## config.mk

```make
export PLATFORM = sky130hd
export DESIGN_NAME = afifo_wr_arb
export DESIGN_NICKNAME = d
export VERILOG_FILES = /design/src/rtl/afifo_pkg.sv /design/src/rtl/rr_pick.sv /design/src/rtl/afifo_wr_arb.sv
export SDC_FILE = /design/constraint.sdc
export NUM_CORES = 1
export LEC_CHECK = 0
export CAP_MARGIN = 20
export CORE_ASPECT_RATIO = 2
export CORE_MARGIN = 8
export CORE_UTILIZATION = 26
export DETAILED_ROUTE_END_ITERATION = 8
export GPL_TIMING_DRIVEN = 0
export PLACE_DENSITY_LB_ADDON = 0.25
export SYNTH_ARGS = -nofsm -noshare
export SYNTH_HDL_FRONTEND = slang
export SYNTH_SLANG_ARGS = --single-unit
```

## constraint.sdc

```tcl
create_clock -name clk -period 2.65 [get_ports clk]
set_clock_uncertainty 0.2 [all_clocks]
set_input_delay 0.265 -clock clk [delete_from_list [all_inputs] [get_ports clk]]
set_output_delay 0.265 -clock clk [all_outputs]
set_load 0.05 [all_outputs]
```

## src/rtl/afifo_pkg.sv

```systemverilog
// Shared definitions for the afifo write-side arbiter: FSM encoding and default data width.
package afifo_pkg;

  typedef enum logic {
    ST_IDLE  = 1'b0,
    ST_GRANT = 1'b1
  } state_e;

  localparam int AFIFODW_DEF = 32;

endpackage

```

## src/rtl/rr_pick.sv

```systemverilog
// Combinational round-robin picker: first asserted request strictly after rr_ptr_i, wrapping modulo NREQ.
module rr_pick #(
  parameter int NREQ = 2,
  parameter int IW   = (NREQ > 1) ? $clog2(NREQ) : 1
) (
  input  logic [NREQ-1:0] req_i,
  input  logic [IW-1:0]   rr_ptr_i,
  output logic [NREQ-1:0] pick_o,
  output logic [IW-1:0]   pick_idx_o,
  output logic            any_o
);

  always_comb begin
    int c;
    pick_o     = '0;
    pick_idx_o = '0;
    any_o      = 1'b0;
    c          = 0;
    // Offsets 1..NREQ: the last-served requester is considered last.
    for (int k = 1; k <= NREQ; k++) begin
      c = (int'(rr_ptr_i) + k) % NREQ;
      if (req_i[c[IW-1:0]] && !any_o) begin
        any_o              = 1'b1;
        pick_o[c[IW-1:0]]  = 1'b1;
        pick_idx_o         = c[IW-1:0];
      end
    end
  end

endmodule

```

## src/rtl/afifo_wr_arb.sv

```systemverilog
// Round-robin, packet-locked arbiter sharing one afifo write port; 1-cycle arbitration bubble,
// beats pass combinationally while granted, wqfull stalls the granted requester with all state held.
module afifo_wr_arb
  import afifo_pkg::*;
#(
  parameter int NREQ    = 2,
  parameter int AFIFODW = AFIFODW_DEF,
  parameter int MAXBEAT = 8
) (
  input  logic                    clk,
  input  logic                    rst,
  input  logic [NREQ-1:0]         req_valid,
  input  logic [NREQ-1:0]         req_last,
  input  logic [NREQ*AFIFODW-1:0] req_data,
  output logic [NREQ-1:0]         req_ready,
  input  logic                    wqfull,
  output logic                    wen,
  output logic [AFIFODW-1:0]      wdata,
  output logic [NREQ-1:0]         gnt,
  output logic                    busy,
  input  logic                    err_clr,
  output logic                    err_overrun
);

  localparam int IW = (NREQ > 1) ? $clog2(NREQ) : 1;
  localparam int BW = $clog2(MAXBEAT);
  localparam logic [BW-1:0] CNT_MAX = BW'(MAXBEAT - 1);

  state_e          state_q;
  logic [NREQ-1:0] gnt_q;
  logic [IW-1:0]   gnt_idx_q;
  logic [IW-1:0]   rr_ptr_q;
  logic [BW-1:0]   beat_cnt_q;
  logic            err_q;
  logic            err_d;

  logic [NREQ-1:0] pick;
  logic [IW-1:0]   pick_idx;
  logic            pick_any;

  logic            accept;
  logic            last_g;
  logic            overrun;

  rr_pick #(
    .NREQ (NREQ),
    .IW   (IW)
  ) u_rr_pick (
    .req_i      (req_valid),
    .rr_ptr_i   (rr_ptr_q),
    .pick_o     (pick),
    .pick_idx_o (pick_idx),
    .any_o      (pick_any)
  );

  // gnt_q is only non-zero in GRANT, so masking with it also qualifies the state.
  always_comb begin
    wdata = '0;
    for (int i = 0; i < NREQ; i++) begin
      if (gnt_q[i]) begin
        wdata = wdata | req_data[i*AFIFODW +: AFIFODW];
      end
    end
  end

  assign last_g    = |(gnt_q & req_last);
  assign accept    = (state_q == ST_GRANT) && (|(gnt_q & req_valid)) && !wqfull;
  assign overrun   = accept && !last_g && (beat_cnt_q == CNT_MAX);
  assign req_ready = ((state_q == ST_GRANT) && !wqfull) ? gnt_q : '0;
  assign wen       = accept;
  assign gnt       = gnt_q;
  assign busy      = (state_q == ST_GRANT);

  always_ff @(posedge clk or posedge rst) begin
    if (rst) begin
      state_q    <= ST_IDLE;
      gnt_q      <= '0;
      gnt_idx_q  <= '0;
      rr_ptr_q   <= IW'(NREQ - 1);
      beat_cnt_q <= '0;
    end else begin
      case (state_q)
        ST_IDLE: begin
          if (pick_any) begin
            gnt_q      <= pick;
            gnt_idx_q  <= pick_idx;
            beat_cnt_q <= '0;
            state_q    <= ST_GRANT;
          end
        end
        ST_GRANT: begin
          if (accept) begin
            // Forced release at MAXBEAT: the tail of the packet re-arbitrates as a new packet.
            if (last_g || (beat_cnt_q == CNT_MAX)) begin
              state_q  <= ST_IDLE;
              gnt_q    <= '0;
              rr_ptr_q <= gnt_idx_q;
            end else begin
              beat_cnt_q <= beat_cnt_q + 1'b1;
            end
          end
        end
        default: state_q <= ST_IDLE;
      endcase
    end
  end

  // A new overrun wins over a simultaneous clear.
  assign err_d = overrun ? 1'b1 : (err_clr ? 1'b0 : err_q);

  always_ff @(posedge clk or posedge rst) begin
    if (rst) begin
      err_q <= 1'b0;
    end else begin
      err_q <= err_d;
    end
  end

  assign err_overrun = err_q;

endmodule

```

======== After elaboration in Yosys (flattened, before gate mapping) ========
Cells that the tools add are included.
word-level totals
  flip-flop bits (word level) ............. 9
  input port bits ......................... 72
  output and inout bits ................... 39
  word-level logic and storage cells ...... 73
operators by class
  add/sub/neg operators ................... 3
  $lt $le $gt $ge ......................... 4
  equal/unequal tests ..................... 5
  muxes and demuxes ....................... 31
  bitwise logic cells ..................... 5
  reductions and logical operators ........ 19
operator list
  operator             count
  $mux 32              2
  $or 32x32->32        1
  $mux 1               15
  $mux 2               6
  $mux 3               3
  $reduce_and 3->1     3
  $logic_and 1x1->1    8
  $pmux 3 s2           1
  $and 2x2->2          2
  $lt 1x2->1 const B   2
  $ne 2x1->1 const B   2
  $ne 2x2->1 const B   2
  $pmux 2 s2           1
  $reduce_or 2->1      2
  $add 3x1->3 const B  1
  $eq 3x3->1 const B   1
  $logic_not 1->1      3
  $add 1x1->1 const B  2
  $demux 1 s1          2
  $ge 1x1->1 const B   2
  $or 2x2->2           1
  $pmux 1 s2           1
  $reduce_and 2->1     1
  $reduce_bool 2->1    1
  other kinds (2)      2

======== Depth between registers and ports, before layout ========
  depth in word-level cells ............... 10
  mapped depth ............................ 5

======== Hierarchy ========
A second synthesis with hierarchy kept.
second synthesis, totals
  cells, all modules ...................... 91
  area, all modules ....................... 844.6 µm²
modules (own cells, without submodules)
  module        times used  cells each  area each (µm²)  sequential area each (µm²)
  afifo_wr_arb  1           86          812.0            226.5
  rr_pick       1           5           32.5             0.0

======== Worst setup path after synthesis ========
Ideal clock, no wire load.
  path kind ............................... register to output
  start point ............................. reg gnt_q[1], in the netlist gnt[1]
  end point ............................... out req_ready[1]
  arrival ................................. 1880 ps
  data required time ...................... 2185 ps
  slack ................................... 305 ps
  stages on the path, launching flop included .. 5
  cells stage by stage .................... dfrtp_1 -> buf_2 -> buf_1 -> inv_1 -> nor2_1
on the way
  longest elaborated chain between the ends .. 1
ends and longest elaborated chain
  element                 RTL line            RTL
  start, declared         afifo_wr_arb.sv:30  logic [NREQ-1:0] gnt_q;
  start signal, assigned  afifo_wr_arb.sv:85  gnt_q <= pick;
  $mux 2                  afifo_wr_arb.sv:69  assign req_ready = ((state_q == ST_GRANT) && !wqfull) ? gnt_q : '0;
  end, declared           afifo_wr_arb.sv:15  output logic [NREQ-1:0] req_ready,
Every way passes these cells.

======== Worst setup path after layout ========
  start point ............................. in req_valid[0]
  end point ............................... out wen
on the way
  longest elaborated chain between the ends .. 4
ends and longest elaborated chain
  element                         RTL line            RTL
  start, declared                 afifo_wr_arb.sv:12  input logic [NREQ-1:0] req_valid,
  $and 2x2->2                     afifo_wr_arb.sv:67  assign accept = (state_q == ST_GRANT) && (|(gnt_q & req_valid)) && !wqfull;
  $reduce_or 2->1                 afifo_wr_arb.sv:67
  $logic_and 1x1->1 (2 in a row)  afifo_wr_arb.sv:67
  end, declared                   afifo_wr_arb.sv:17  output logic wen,
Every way passes these cells.

==> results <==
per-stage QoR:
step           cells  hold WS [ns]  instance area (um^2)  utilization (%)  total power, mW
3_5_place_dp     228         0.289                  1920             66.1             2.19
2_1_floorplan     88        -0.108                   783                -             1.51
6_report         232         0.123                  1970             67.8             2.24
5_1_grt          232         0.176                  1970             67.8             2.36
4_1_cts          232         0.121                  1940             66.8             2.27
3_3_place_gp     228         0.261                  1920             66.1             2.17
metal layers:
| metal | part of all wire (%) | vias to the layer above | track usage, % |
|---|---|---|---|
| met5 | 0 | - | 0 |
| met4 | 0.33 | 0 | 2.89 |
| met3 | 16 | 4 | 7.63 |
| met2 | 45 | 85 | 27.9 |
| met1 | 39 | 530 | 19.8 |
| li1 | - | 569 | - |
cells in the final DEF, fill, tap and decap left out, types with 2 or more instances in the layout:
cell	instances
mux2i_1	3
clkbuf_8	3
clkdlybuf4s50_1	78
a22oi_1	2
buf_2	2
dlygate4sd2_1	20
dfrtp_1	8
o21ai_0	2
nor2_1	4
buf_1	6
inv_1	6
a22o_1	32
dlymetal6s2s_1	12
ha_1	2
nand2_1	10
final timing paths:
check | slack, ns | end | from | cells after the start
setup / recovery | 0.20 | wen | req_valid[0] | 4
hold / removal | 0.12 | err_overrun | rst | 2
setup reg to reg | 0.80 | rr_ptr_q | beat_cnt_q[0] | 5
hold reg to reg | 0.29 | beat_cnt_q[0] | beat_cnt_q[0] | 1
max in group asynchronous | 1.82 | rr_ptr_q | rst | 2
min in group clk | 0.29 | beat_cnt_q[0] | beat_cnt_q[0] | 1
report_power, final:
group,internal [mW],switching [mW]
clock,0.105,0.0514
combinational,0.614,1.25
sequential,0.188,0.0305
total,0.906,1.33
final cells by class:
cell class	count	area (um^2)
multi-input cells	65	502
inverters	6	22.5
repair buffers	110	1110
plain buffers	8	32.5
flip-flops and latches	9	226
fillers	239	936
well taps	30	37.5
clock buffers	4	45.0
registers in the layout (all words and copies together) (netlist names):
register     cells
err_overrun      1
busy             1
beat_cnt_q       3
gnt_idx_q        1
rr_ptr_q         1
gnt              2
logic make-up after synthesis:
logic type	count (synthesis)	share of synthesized area, %
AOI/OAI and AO/OA	40	43.5
and+or+nand+nor	19	11.7
buffers and inverters	14	7.03
DFF	9	28.9
muxes	4	5.75
adders and majority gates	2	3.19
what timing repair did:
action,in CTS,in global routing
setup endpoints to repair,20,12
gates resized for setup,20,12
pin swaps,0,0
worst register-to-register path, delay by kind of cell, from the launching register on:
kind | cells | cell delay (ns)
adders and majority gates | 2 | 0.39
AOI/OAI and AO/OA | 1 | 0.29
DFF | 1 | 0.39
muxes | 1 | 0.31
and+or+nand+nor | 1 | 0.20
==> impl_metrics.yaml <==
synth:
  yosysMostFrequentCell: "a22o_1"
  synth_edf_count: 0
  synth_area_leader_cell: "a22o_1"
  async_flop_share_pct: 100
  yosysTopAreaCellShare_pct: 35.8
  syn_area_per_cell_um2: 8.90
  synth_area_leaders: "a22o_1, dfrtp_1, nand2_1, mux2i_1, dfstp_2"
  yosysWarnings: 0
  ys_ff_latch: 9
  ys_types: 22
  synthFlopType: "dfrtp_1"
  synthCells: 88
  syn-num-nets: 162
  ys_seq_area_share_pct: 28.9
  synth_common_cells: "a22o_1, nand2_1, dfrtp_1, buf_1, inv_1"
  syn_area_um2: 783
global_route:
  grt_start_max_net_pins: 11
  grt.total_usage_pct: 17.1
  antenna_found_initial: 0
  grt_pass1_wl_um: 6690
  grt_overflow_total: 0
  grt_pass1_vias: 1235
route:
  drt_iter0_drc: 19
  drcViolationCount: 0
  firstDrtPassIters: 4
  routed_wirelength_um: 4820
  ant_nets: 0
  vias: 1188
  avgRoutedWirePerCell_um: 20.8
  via_per_inst: 5.12
power:
  vdd_drop_max_mv: 0.856
  leakagePower_nw: 1.07
  p_per_area_nw_per_um2: 1140
timing:
  fmax_mhz: 407
  period_share_pct: 92.6
  hold_violations: 0
  min_period_ns: 2.45
  relSlewSlack_pct: 64.6
  fin_setup_tns_ns: 0
  slew_viol_final: 0
  setup_viol: 0
  tightestPinTransition_ns: 0.530
  rsz0062_at_grt: "no"
  setup_slack_ns: 0.195
setup_path:
  arrival_ns: 1.99
  cpMaxStageDelayCell: "clkdlybuf4s50_1"
  critPathMaxFanout: 5
  cp_slowest_stage_delay_ns: 0.84
  endpoint_kind: "output port"
  cp-start-kind: "input port"
  critPathMostFrequentCell: "clkdlybuf4s50_1"
  cp_top_family: "buffers and inverters"
  timing.critical_path.buf_inv: 2
  cp.required_ns: 2.18
  critical_path_class: "in2out"
  crit_chain: "clkdlybuf4s50_1, a22oi_1, nor2_1, clkdlybuf4s50_1"
die:
  ioPinCount: 111
  coreArea_um2: 2910
  die_x_um: 54.8
  fp.dieArea_um2: 5130
  row_count: 28
  dieHeight_um: 93.6
  start_util_pct: 26.9
clocking:
  clk_latency_ns: 0.23
  clk_pin_slew_ns: 0.04
  postCtsSetupRepairBufs: 0
  cts_tree: "done"
  cts_sinks: 9
  clockRootBuffer: "clkbuf_8"
  cts_max_path_buffers: 2
  cts_buffers: 3
  cts_hold_buffers: 0
  h-tree-depth: 1
placed_design:
  gp_congestion: 0.839
  portBuffers: 110
  dp_hpwl_um: 4160
  post-place-ws_ns: 0.190
min_path:
  hp-class: "in2async"
status:
  status: "finished clean"
run:
  drv_cap: 0
final_layout:
  fin_nets: 277
  drive_gt1_share_pct: 4.46
  syn_to_final_growth_pct: 152
  diodes: 0
Note: power is estimated with default switching activity, not from simulation.
